**config.mk**
```make
export PLATFORM = sky130hd
export DESIGN_NAME = click_pipe
export DESIGN_NICKNAME = d
export VERILOG_FILES = /design/src/rtl/click_pkg.sv /design/src/rtl/click_stage.sv /design/src/rtl/click_pipe.sv
export SDC_FILE = /design/constraint.sdc
export NUM_CORES = 1
export LEC_CHECK = 0
export BUFFER_PORTS_ARGS = -buffer_cell sky130_fd_sc_hd__buf_2
export CELL_PAD_IN_SITES_DETAIL_PLACEMENT = 1
export CELL_PAD_IN_SITES_GLOBAL_PLACEMENT = 1
export CORE_UTILIZATION = 40
export CTS_BUF_LIST = sky130_fd_sc_hd__clkbuf_4
export CTS_CLUSTER_DIAMETER = 30
export DETAILED_ROUTE_END_ITERATION = 10
export PLACE_DENSITY_LB_ADDON = 0.15
export SLEW_MARGIN = 40
export SYNTH_ARGS = -nofsm -noshare
export SYNTH_HDL_FRONTEND = slang
export SYNTH_SLANG_ARGS = --single-unit
```
**constraint.sdc**
```tcl
create_clock -name clk -period 6.6 [get_ports clk]
set_input_delay 0.99 -clock clk [delete_from_list [all_inputs] [get_ports clk]]
set_output_delay 0.99 -clock clk [all_outputs]
set_load 0.005 [all_outputs]
```
**src/rtl/click_pkg.sv**
```systemverilog
// rtl/click_pkg.sv - shared phase type, reset phase and occupancy width helper for click_pipe
package click_pkg;

    typedef logic phase_t;

    localparam phase_t PH_RST = 1'b0;

    // Bits needed to count 0..depth occupied stages
    function automatic int occ_width(input int depth);
        return $clog2(depth + 1);
    endfunction

endpackage

```
**src/rtl/click_stage.sv**
```systemverilog
// rtl/click_stage.sv - one clocked click stage: phase flop, data register and fire logic
module click_stage
    import click_pkg::*;
#(
    parameter int DWIDTH = 2
) (
    input  logic              clk,
    input  logic              reset_n,
    input  phase_t            prev_ph,
    input  phase_t            next_ph,
    input  logic [DWIDTH-1:0] din,
    output phase_t            ph,
    output logic [DWIDTH-1:0] dout
);

    phase_t            ph_q;
    phase_t            ph_d;
    logic [DWIDTH-1:0] d_q;
    logic [DWIDTH-1:0] d_d;
    logic              fire;

    // A token waits upstream and this stage has been released downstream
    assign fire = (prev_ph != ph_q) && (next_ph == ph_q);

    // Next state: flip phase and capture the upstream token on fire
    always_comb begin
        ph_d = ph_q;
        d_d  = d_q;
        if (fire) begin
            ph_d = ~ph_q;
            d_d  = din;
        end
    end

    // Phase and data registers, cleared asynchronously
    always_ff @(posedge clk or negedge reset_n) begin
        if (!reset_n) begin
            ph_q <= PH_RST;
            d_q  <= '0;
        end else begin
            ph_q <= ph_d;
            d_q  <= d_d;
        end
    end

    assign ph   = ph_q;
    assign dout = d_q;

endmodule

```
**src/rtl/click_pipe.sv**
```systemverilog
// rtl/click_pipe.sv - DEPTH-stage two-phase click pipeline with occupancy; CLICK_PIPE_SYNC_EN adds input synchronisers
module click_pipe
    import click_pkg::*;
#(
    parameter int DWIDTH = 2,
    parameter int DEPTH  = 4,
    parameter int CWIDTH = occ_width(DEPTH)
) (
    input  logic              clk,
    input  logic              reset_n,
    input  logic [DWIDTH-1:0] in_data,
    input  logic              in_req,
    output logic              in_ack,
    output logic [DWIDTH-1:0] out_data,
    output logic              out_req,
    input  logic              out_ack,
    output logic [CWIDTH-1:0] occ,
    output logic              full,
    output logic              empty
);

    phase_t in_req_s;
    phase_t out_ack_s;

`ifdef CLICK_PIPE_SYNC_EN
    logic [1:0] req_sync_q;
    logic [1:0] ack_sync_q;

    // Two-flop synchronisers for the foreign-domain phase inputs
    always_ff @(posedge clk or negedge reset_n) begin
        if (!reset_n) begin
            req_sync_q <= {2{PH_RST}};
            ack_sync_q <= {2{PH_RST}};
        end else begin
            req_sync_q <= {req_sync_q[0], in_req};
            ack_sync_q <= {ack_sync_q[0], out_ack};
        end
    end

    assign in_req_s  = req_sync_q[1];
    assign out_ack_s = ack_sync_q[1];
`else
    assign in_req_s  = in_req;
    assign out_ack_s = out_ack;
`endif

    logic [DEPTH-1:0]  ph;
    logic [DEPTH-1:0]  prv;
    logic [DEPTH-1:0]  nxt;
    logic [DWIDTH-1:0] d     [DEPTH];
    logic [DWIDTH-1:0] din_w [DEPTH];

    genvar gi;
    generate
        for (gi = 0; gi < DEPTH; gi++) begin : g_stage
            if (gi == 0) begin : g_head
                assign prv[gi]   = in_req_s;
                assign din_w[gi] = in_data;
            end else begin : g_body
                assign prv[gi]   = ph[gi-1];
                assign din_w[gi] = d[gi-1];
            end

            if (gi == DEPTH - 1) begin : g_tail
                assign nxt[gi] = out_ack_s;
            end else begin : g_link
                assign nxt[gi] = ph[gi+1];
            end

            click_stage #(
                .DWIDTH (DWIDTH)
            ) u_stage (
                .clk     (clk),
                .reset_n (reset_n),
                .prev_ph (prv[gi]),
                .next_ph (nxt[gi]),
                .din     (din_w[gi]),
                .ph      (ph[gi]),
                .dout    (d[gi])
            );
        end
    endgenerate

    // A stage holds a token while its phase differs from its downstream neighbour
    always_comb begin
        occ = '0;
        for (int k = 0; k < DEPTH; k++) begin
            occ = occ + CWIDTH'(ph[k] ^ nxt[k]);
        end
    end

    assign full     = (occ == CWIDTH'(DEPTH));
    assign empty    = (occ == '0);
    assign in_ack   = ph[0];
    assign out_req  = ph[DEPTH-1];
    assign out_data = d[DEPTH-1];

endmodule

```
==> flow_summary_export.csv <==
group,metric,value,unit
worst_setup_path,cp_data_arrival_time,2580,ps
worst_setup_path,path_max_fanout,15,
floorplan,core_area,0.00180,sq mm
grt,antenna_found_initial,0,
status,status,"finished clean",
synthesis,synth_top_family_by_area,"simple AND/OR/NAND/NOR gates",
timing,rsz0062_at_grt,"false",
final_layout,final_core_util,49.1,%
timing,fin_crit,3570,ps
final_layout,regArea,300,sq um
synthesis,yosys_warnings,0,
worst_hold_path,hp-class,"register to register",
synthesis,synth_edf_count,0,
timing,slew_viol_final,0,
synthesis,syn_nets,97,
routing,top_layer_used,"met4",
routing,first_pass_iters,3,
timing,final-setup-viol-count,0,
clock_tree,ctsRootBufferMaster,"clkbuf_4",
clock_tree,cts_tree,"yes",
timing,tightest_slew,485,ps
routing,met3WireLength,40,um
clock_tree,cts_max_path_buffers,2,
placement,dp_worst_setup_slack,3350,ps
synthesis,synth_xor_area_share,5.43,%
worst_setup_path,crit_path_start_kind,"register",
timing,post-route-period-util,54.1,%
routing,drc_errors,0,
worst_setup_path,r2r_cells,3,
synthesis,synth_mux_area_share,2.79,%
floorplan,die_y,46.9,um
synthesis,yosys.cell_types.count,28,
synthesis,synthesis.area,807,sq um
grt,gr-total-overflow,0,
routing,drt_iter0_markers,6,
final_layout,drive_above_1_share,23.5,%
synthesis,synth-async-reset-ratio,100,%
worst_hold_path,holdPathStages,1,
synthesis,yosysSeqAreaShare,37.2,%
placement,dp_hpwl,1.29,mm
floorplan,num_rows,15,
synthesis,synth-seq-cells,12,
timing,relSlewSlack,67.7,%
synthesis,synth_ff_type,"dfrtp_1",
synthesis,synth_fa_ha_area_share,8.37,%
final_layout,syn_to_final_growth,9.61,%
clock_tree,cts_buffers,3,
routing,wire_per_inst,14.2,um
timing,clock.fmax,280,MHz
grt,grtUsageTotal,20.0,%
timing,fin_ws,3030,ps
timing,hold_slack,568,ps
clock_tree,cts_hold_buf,0,
synthesis,synth_area_leaders,"dfrtp_1 37%, nor3b_1 5.6%, xor2_1 5.4%",
flow_run,maxCapViolCount,0,
placement,io_buffers,14,
grt,grt_pass1_vias,670,
worst_setup_path,critPathKind,"register to primary output",
synthesis,synth_compound_area_share,13.3,%
floorplan,initial_utilization,44.8,%
floorplan,dieArea,0.00220,sq mm
routing,ant_nets,0,
floorplan,num_io_pins,15,
grt,grt_pass1_wl,3.07,mm
floorplan,die_x,46.9,um
routing,vias_per_cell,5.36,
timing,finClkSkew,1.32,ps
synthesis,synth_top_area_share,37.2,%
final_layout,diodes,0,
worst_setup_path,cp.required,5610,ps
grt,grt_max_degree,17,
clock_tree,cts.clk_slew.worst_paths,80,ps
clock_tree,clock_sinks,12,
routing,wl_met1,757,um
routing,met2_length,934,um
clock_tree,cts-resized-gates,0,
synthesis,synth_top_area_cell,"dfrtp_1",
final_layout,fillers,235,
synthesis,syn_area_per_cell,9.28,sq um
synthesis,yosysMostFrequentCell,"dfrtp_1",
synthesis,synthTopCellsByCount,"12 x dfrtp_1, 8 x o21ai_0, 6 x nor2_1, 6 x nor2b_1, 6 x nor3b_1",
clock_tree,post-cts-setup-buffer-count,0,
clock_tree,clk_latency,270,ps
timing,fin_tns_setup,0,ps
routing,vias,659,
routing,drt-total-wl,1.75,mm
synthesis,syn_inst,87,
final_layout,nNetsFinal,109,
worst_setup_path,critPathCaptureType,"primary output",
clock_tree,cts.htree.levels,1,
final_layout,multi_input_area,442,sq um
synthesis,synth-simple-area-share,24.8,%
placement,gp_congestion,0.668,
timing,hold_viol,0,
-- critical path, stage by stage, from the launching register on --
cell and delay (ps):
dfrtp_1 650, xor2_1 320, fa_1 460, ha_1 210
ha_1 300, nor3b_1 220, buf_2 150
-- sequential cells by signal (all words and copies together) (netlist names) --
signal                cells
g_stage.u_stage.dout      8
g_stage.u_stage.ph        4
-- layer usage --
layer  global-route usage [%]  vias to the layer above
met5                        0                        -
met4                     8.57                        0
met3                     2.31                        2
met2                     36.7                       13
met1                     23.3                      323
li1                         -                      321
-- worst paths after layout --
check | slack, ps | to | from
setup reg to reg | 4890 | g_stage[2].u_stage.dout[1] | g_stage[1].u_stage.ph
hold / removal | 570 | g_stage[2].u_stage.dout[0] | g_stage[2].u_stage.dout[0]
max in group asynchronous | 5790 | g_stage[2].u_stage.ph | reset_n
min in group asynchronous | 590 | g_stage[3].u_stage.dout[1] | reset_n
setup / recovery | 3030 | full | g_stage[1].u_stage.ph
hold reg to reg | 570 | g_stage[2].u_stage.dout[0] | g_stage[2].u_stage.dout[0]
-- metrics by stage --
stage | std cells | cell area [sq um]
2_1_floorplan | 87 | 807
3_3_place_gp | 119 | 858
3_5_place_dp | 119 | 858
4_1_cts | 123 | 885
5_1_grt | 123 | 885
6_report | 123 | 885
-- cell usage in the layout, fill, tap and decap left out, types with 3 or more instances in the layout --
cell type and instances:
nand2_1 3, nor3b_1 6, nor3_1 5, xor2_1 5, nor2_1 6, dfrtp_1 12, a21oi_1 4, and3_1 3
o21ai_0 8, ha_1 3, nor2b_1 6, clkbuf_4 3, buf_2 14
-- layout make-up --
class                           count  share of cell area, %
Clock buffer                        3                   2.55
Clock inverter                      1                  0.424
Sequential cell                    12                   33.9
Tap cell                           25                   3.54
Multi-Input combinational cell     64                   49.9
Timing Repair Buffer               14                   7.92
Inverter                            4                   1.70
-- logic make-up after synthesis --
family,after synthesis
buf+inv,11
flops,12
fa+ha+maj,5
compound gates,18
simple gates,34
mux,2
xor+xnor,5
Power is not shown: default switching activity piles up to over one toggle a cycle in this logic, so the estimate is an artifact.
